[src/rtl/sev_seg_scan_ctrl.sv]
// sev_seg_scan_ctrl: time-multiplexed 4-digit seven-segment scanner with per-slot
// blanking, brightness PWM and configurable physical output polarity.
`default_nettype none

module sev_seg_scan_ctrl #(
  parameter int unsigned SCAN_DIV       = 50000,
  parameter int unsigned BLANK_CYCLES   = 500,
  parameter bit          SEG_ACTIVE_LOW = 1'b1,
  parameter bit          DIG_ACTIVE_LOW = 1'b1
) (
  input  logic       clk,
  input  logic       rst,
  input  logic       en,
  input  logic [6:0] digit_0,
  input  logic [6:0] digit_1,
  input  logic [6:0] digit_2,
  input  logic [6:0] digit_3,
  input  logic [3:0] dots,
  input  logic [3:0] brightness,
  output logic [6:0] seg_out,
  output logic       dp_out,
  output logic [3:0] dig_sel,
  output logic [1:0] slot,
  output logic       frame_tick
);

  localparam int unsigned CW = $clog2(SCAN_DIV);
  localparam logic [CW-1:0] c_LAST   = CW'(SCAN_DIV - 1);
  localparam logic [CW-1:0] c_BLANK  = CW'(BLANK_CYCLES);
  localparam logic [CW+4:0] c_ACTIVE = (CW+5)'(SCAN_DIV - BLANK_CYCLES);
  localparam logic [6:0]    c_SEG_INV = {7{SEG_ACTIVE_LOW}};
  localparam logic [3:0]    c_DIG_INV = {4{DIG_ACTIVE_LOW}};

  typedef enum logic [1:0] {
    ST_OFF   = 2'd0,
    ST_BLANK = 2'd1,
    ST_ON    = 2'd2,
    ST_DARK  = 2'd3
  } state_t;

  state_t          state_q, state_d;
  logic [CW-1:0]   cnt_q, cnt_d;
  logic [1:0]      idx_q, idx_d;
  logic [CW-1:0]   lit_q, lit_d;
  logic [6:0]      pat_q, pat_d;
  logic            dot_q, dot_d;

  logic [6:0]      seg_d;
  logic            dp_d;
  logic [3:0]      dig_d;
  logic [1:0]      slot_d;
  logic            tick_d;

  logic [CW+4:0]   w_prod;
  logic [6:0]      w_pat;
  logic            w_on;

  // The active window times (brightness+1)/16; product width leaves room for x16.
  assign w_prod = c_ACTIVE * ((CW+5)'(brightness) + (CW+5)'(1));

  always_comb begin
    unique case (idx_d)
      2'd0:    w_pat = digit_0;
      2'd1:    w_pat = digit_1;
      2'd2:    w_pat = digit_2;
      default: w_pat = digit_3;
    endcase
  end

  // Outputs are computed from the next-cycle state so the registered outputs
  // line up with the cnt/idx/state of the cycle in which they are visible.
  always_comb begin
    state_d = state_q;
    cnt_d   = cnt_q;
    idx_d   = idx_q;
    lit_d   = lit_q;
    pat_d   = pat_q;
    dot_d   = dot_q;

    if (!en) begin
      cnt_d = '0;
      idx_d = '0;
    end else if (state_q == ST_OFF) begin
      cnt_d = '0;
      idx_d = '0;
    end else if (cnt_q == c_LAST) begin
      cnt_d = '0;
      idx_d = idx_q + 2'd1;
    end else begin
      cnt_d = cnt_q + CW'(1);
    end

    if (en && cnt_d == '0)
      lit_d = w_prod[CW+3:4];

    if (en && cnt_d == c_BLANK) begin
      pat_d = w_pat;
      dot_d = dots[idx_d];
    end

    if (!en)
      state_d = ST_OFF;
    else if (cnt_d < c_BLANK)
      state_d = ST_BLANK;
    else if ((cnt_d - c_BLANK) < lit_d)
      state_d = ST_ON;
    else
      state_d = ST_DARK;

    w_on   = (state_d == ST_ON);
    seg_d  = (w_on ? pat_d : 7'd0) ^ c_SEG_INV;
    dp_d   = (w_on & dot_d) ^ SEG_ACTIVE_LOW;
    dig_d  = (w_on ? (4'b0001 << idx_d) : 4'b0000) ^ c_DIG_INV;
    slot_d = en ? idx_d : 2'd0;
    tick_d = en && (cnt_d == c_LAST) && (idx_d == 2'd3);
  end

  always_ff @(posedge clk or posedge rst) begin
    if (rst) begin
      state_q    <= ST_OFF;
      cnt_q      <= '0;
      idx_q      <= '0;
      lit_q      <= '0;
      pat_q      <= '0;
      dot_q      <= 1'b0;
      seg_out    <= c_SEG_INV;
      dp_out     <= SEG_ACTIVE_LOW;
      dig_sel    <= c_DIG_INV;
      slot       <= 2'd0;
      frame_tick <= 1'b0;
    end else begin
      state_q    <= state_d;
      cnt_q      <= cnt_d;
      idx_q      <= idx_d;
      lit_q      <= lit_d;
      pat_q      <= pat_d;
      dot_q      <= dot_d;
      seg_out    <= seg_d;
      dp_out     <= dp_d;
      dig_sel    <= dig_d;
      slot       <= slot_d;
      frame_tick <= tick_d;
    end
  end

endmodule

`default_nettype wire

[config.mk]
export PLATFORM = sky130hd
export DESIGN_NAME = sev_seg_scan_ctrl
export DESIGN_NICKNAME = d
export VERILOG_FILES = /design/src/rtl/sev_seg_scan_ctrl.sv
export SDC_FILE = /design/constraint.sdc
export NUM_CORES = 1
export LEC_CHECK = 0
export ABC_AREA = 1
export CORE_AREA = 2 2 94 96
export DETAILED_ROUTE_END_ITERATION = 8
export DIE_AREA = 0 0 96 98
export PLACE_DENSITY = 0.82
export SYNTH_ARGS = -nofsm -noshare
export SYNTH_HDL_FRONTEND = slang
export SYNTH_SLANG_ARGS = --single-unit
export TNS_END_PERCENT = 20
[constraint.sdc]
create_clock -name clk -period 4.9 [get_ports clk]
set_input_delay 0.735 -clock clk [delete_from_list [all_inputs] [get_ports clk]]
set_output_delay 0.735 -clock clk [all_outputs]
set_load 0.01 [all_outputs]
==> results.toml <==
[status]
outcome = "complete, but fails checks"
violations = "negative setup slack"

[clock_network]
cts_tree = "built"
cts_hold_buf = 0
clock_path_buffers = 2
cts_root_buf = "clkbuf_8"
cts_inserted_buffers = 9
insertion_delay_ps = 360
htree_levels = 3
numClockSinks = 57
clkSlewWorstSetupHoldPaths_ps = 80

[logic_synthesis]
yosysTopAreaCellShare_pct = 23.8
synth-main-ff-cell = "dfrtp_1"
yosys_warnings = 0
synthTopCellsByArea = "dfrtp_1 (24%), ha_1 (13%), nand2_1 (8.9%)"
ys_ff_latch = 57
syn_inst = 575
synthArstFlopShare_pct = 100
synthDistinctLibCells = 47
synth_fp_nets = 669
syn_area_um2 = 4720
synth-edff-count = 0
synth.yosys.seq_area_share_pct = 30.5
yosys.area.top_type = "dfrtp_1"
syn_avg_cell_area_um2 = 8.22

[cells_and_area]
final_util_pct = 75.4
layout.cells.non_filler = 802
synthToLayoutAreaGrowth_pct = 35.1
final_nets = 783
antenna_cells = 0
drive_gt1_share_pct = 33.4

[worst_setup_path]
path_max_fanout = 6
worst_path_max_delay_cell = "fa_1"
worst_setup_path_start_kind = "primary input"
crit_type = "in2reg"
crit_path_max_incr_delay_ps = 510
cp_common_cell = "nand2_2"
cp-end-kind = "flip-flop"
arrival_ps = 5450
required_ps = 5180
r2r_setup_slack_ps = 400

[pwr]
total_power_w = 0.00161
leakage_nw = 3.21
power_per_cell_area_nw_per_um2 = 253
irDropWorstVdd_v = 0.000159

[timing]
final_max_slew_viol_count = 0
max_slew.worst_pin.slew_ps = 719
min_period_over_period_pct = 106
finalSetupViolCount = 13
worst_slack_ps = -270
min_period_ps = 5170
grt_setup_unrepaired = "yes"
hold_viol = 0
timing.fmax_mhz = 193
relSlewSlack_pct = 52.0
finalClockSkew_ps = 14.2

[placed_design]
placed_cells = 776
gp_congestion = 0.911
dp_hpwl_mm = 9.29
place_ws_ps = -1070
io_buffers = 53

[floorplanning]
core_area_um2 = 8470
die-area_um2 = 9410
io_pins = 54
initial_core_util_pct = 55.8
die_width_um = 96
rows = 34
die_y_um = 98

[global_route]
grt_pass1_vias = 4507
grt_pass1_wl_mm = 20.5
grt.total_usage_pct = 28.0
overflow = 0
antenna_found_initial = 0
grt_max_degree = 46

[min_path]
hp-class = "reg2reg"

[route]
drt-total-wl_mm = 13.5
drt_iter0_markers = 312
ant_nets = 0
vias = 4385
firstDrtPassIters = 5
drc = 0
vias_per_cell = 5.47
wl_per_cell_um = 16.8

[job]
cap_violations = 0
Yosys cell counts (12+ instances only):
cell and instances:
dfstp_2 12, o21ai_0 17, nand3_1 36, nand3_2 21, xor2_1 18, a21oi_1 14
inv_1 97, nand4_1 12, dfrtp_1 45, nor2_1 26, ha_1 49, nand2_2 13
nand2_1 112
path summary, 6_finish.rpt:
kind                            cells past startpoint    endpoint     startpoint
worst max-delay path                               31  seg_out[6]  brightness[1]
min in group asynchronous                           2     slot[0]            rst
worst max register to register                     26  seg_out[6]       cnt_q[1]
worst min-delay path                                2    lit_q[7]       lit_q[7]
max in group asynchronous                           3   cnt_q[15]            rst
worst min register to register                      2    lit_q[7]       lit_q[7]
critical path: cells and delay by family:
family | cells | cell delay [ps]
adder cells (fa/ha/maj) | 6 | 1940
AND/OR/NAND/NOR | 12 | 1180
buffers and inverters | 5 | 460
XOR/XNOR | 1 | 160
AO/OA/AOI/OAI | 7 | 1000
power by group:
group | internal, W | switching (W) | total, W
sequential | 0.000511 | 0.0000112 | 0.000522
combinational | 0.000311 | 0.000321 | 0.000632
clock | 0.000248 | 0.000213 | 0.000461
flip-flops by register name, indices dropped and copies added (netlist names):
register / flops
frame_tick: 1
dig_sel: 4
cnt_q: 16
pat_q: 7
dot_q: 1
dp_out: 1
lit_q: 16
idx_q: 1
slot: 1
state_q: 2
seg_out: 7
what timing repair did:
action,in CTS,in global routing
pin swaps,34,25
resized for setup,41,60
setup buffers,7,4
setup endpoints to repair,13,13
gates cloned,1,0
layout make-up:
class	count	area (um^2)
clock buffers	11	141
repair buffers	109	991
clock inverters	5	56.3
well taps	108	135
multi-input cells	404	3210
flip-flops and latches	57	1440
inverters	108	405
fillers	569	2080
per-stage QoR:
stage / cell area, um^2 / hold WS [ps] / TNS (ps)
floorplan: 4800 / 446 / -2560
global placement: 5770 / 474 / -11100
detailed placement: 5770 / 484 / -13490
CTS: 6150 / 510 / -628
global route: 6380 / 531 / -5680
finish: 6380 / 487 / -3050
placed cells by master, fill, tap and decap left out, drive strengths merged, types with 6 or more instances in the layout:
master / synthesis / routed
clkdlybuf4s50: 0 / 49
xor2: 18 / 18
dfstp: 12 / 12
nand2: 130 / 130
nor2: 49 / 49
dfrtp: 45 / 45
a21oi: 14 / 14
buf: 5 / 60
nand3: 59 / 59
inv: 107 / 107
o21ai: 21 / 21
nor3: 6 / 6
fa: 6 / 6
or2: 7 / 7
ha: 49 / 49
nand4: 13 / 13
clkbuf: 1 / 11
kinds of logic after synthesis:
family / share of synthesized area (%)
and+or+nand+nor: 32.2
xor gates and xnor gates: 4.26
muxes: 0.953
DFF: 30.5
buffers and inverters: 9.64
AOI/OAI and AO/OA: 6.91
adders and majority gates: 15.5
routing by layer:
layer  global-route usage (%)  vias to the layer above  wire length [um]
met2                     48.8                      140              7160
met4                     11.4                        0               479
li1                         -                     2071                 -
met1                     34.3                     2131              5290
met5                        0                        -                 0
met3                     3.63                       43               578
Note: power is estimated with default switching activity, not from simulation.
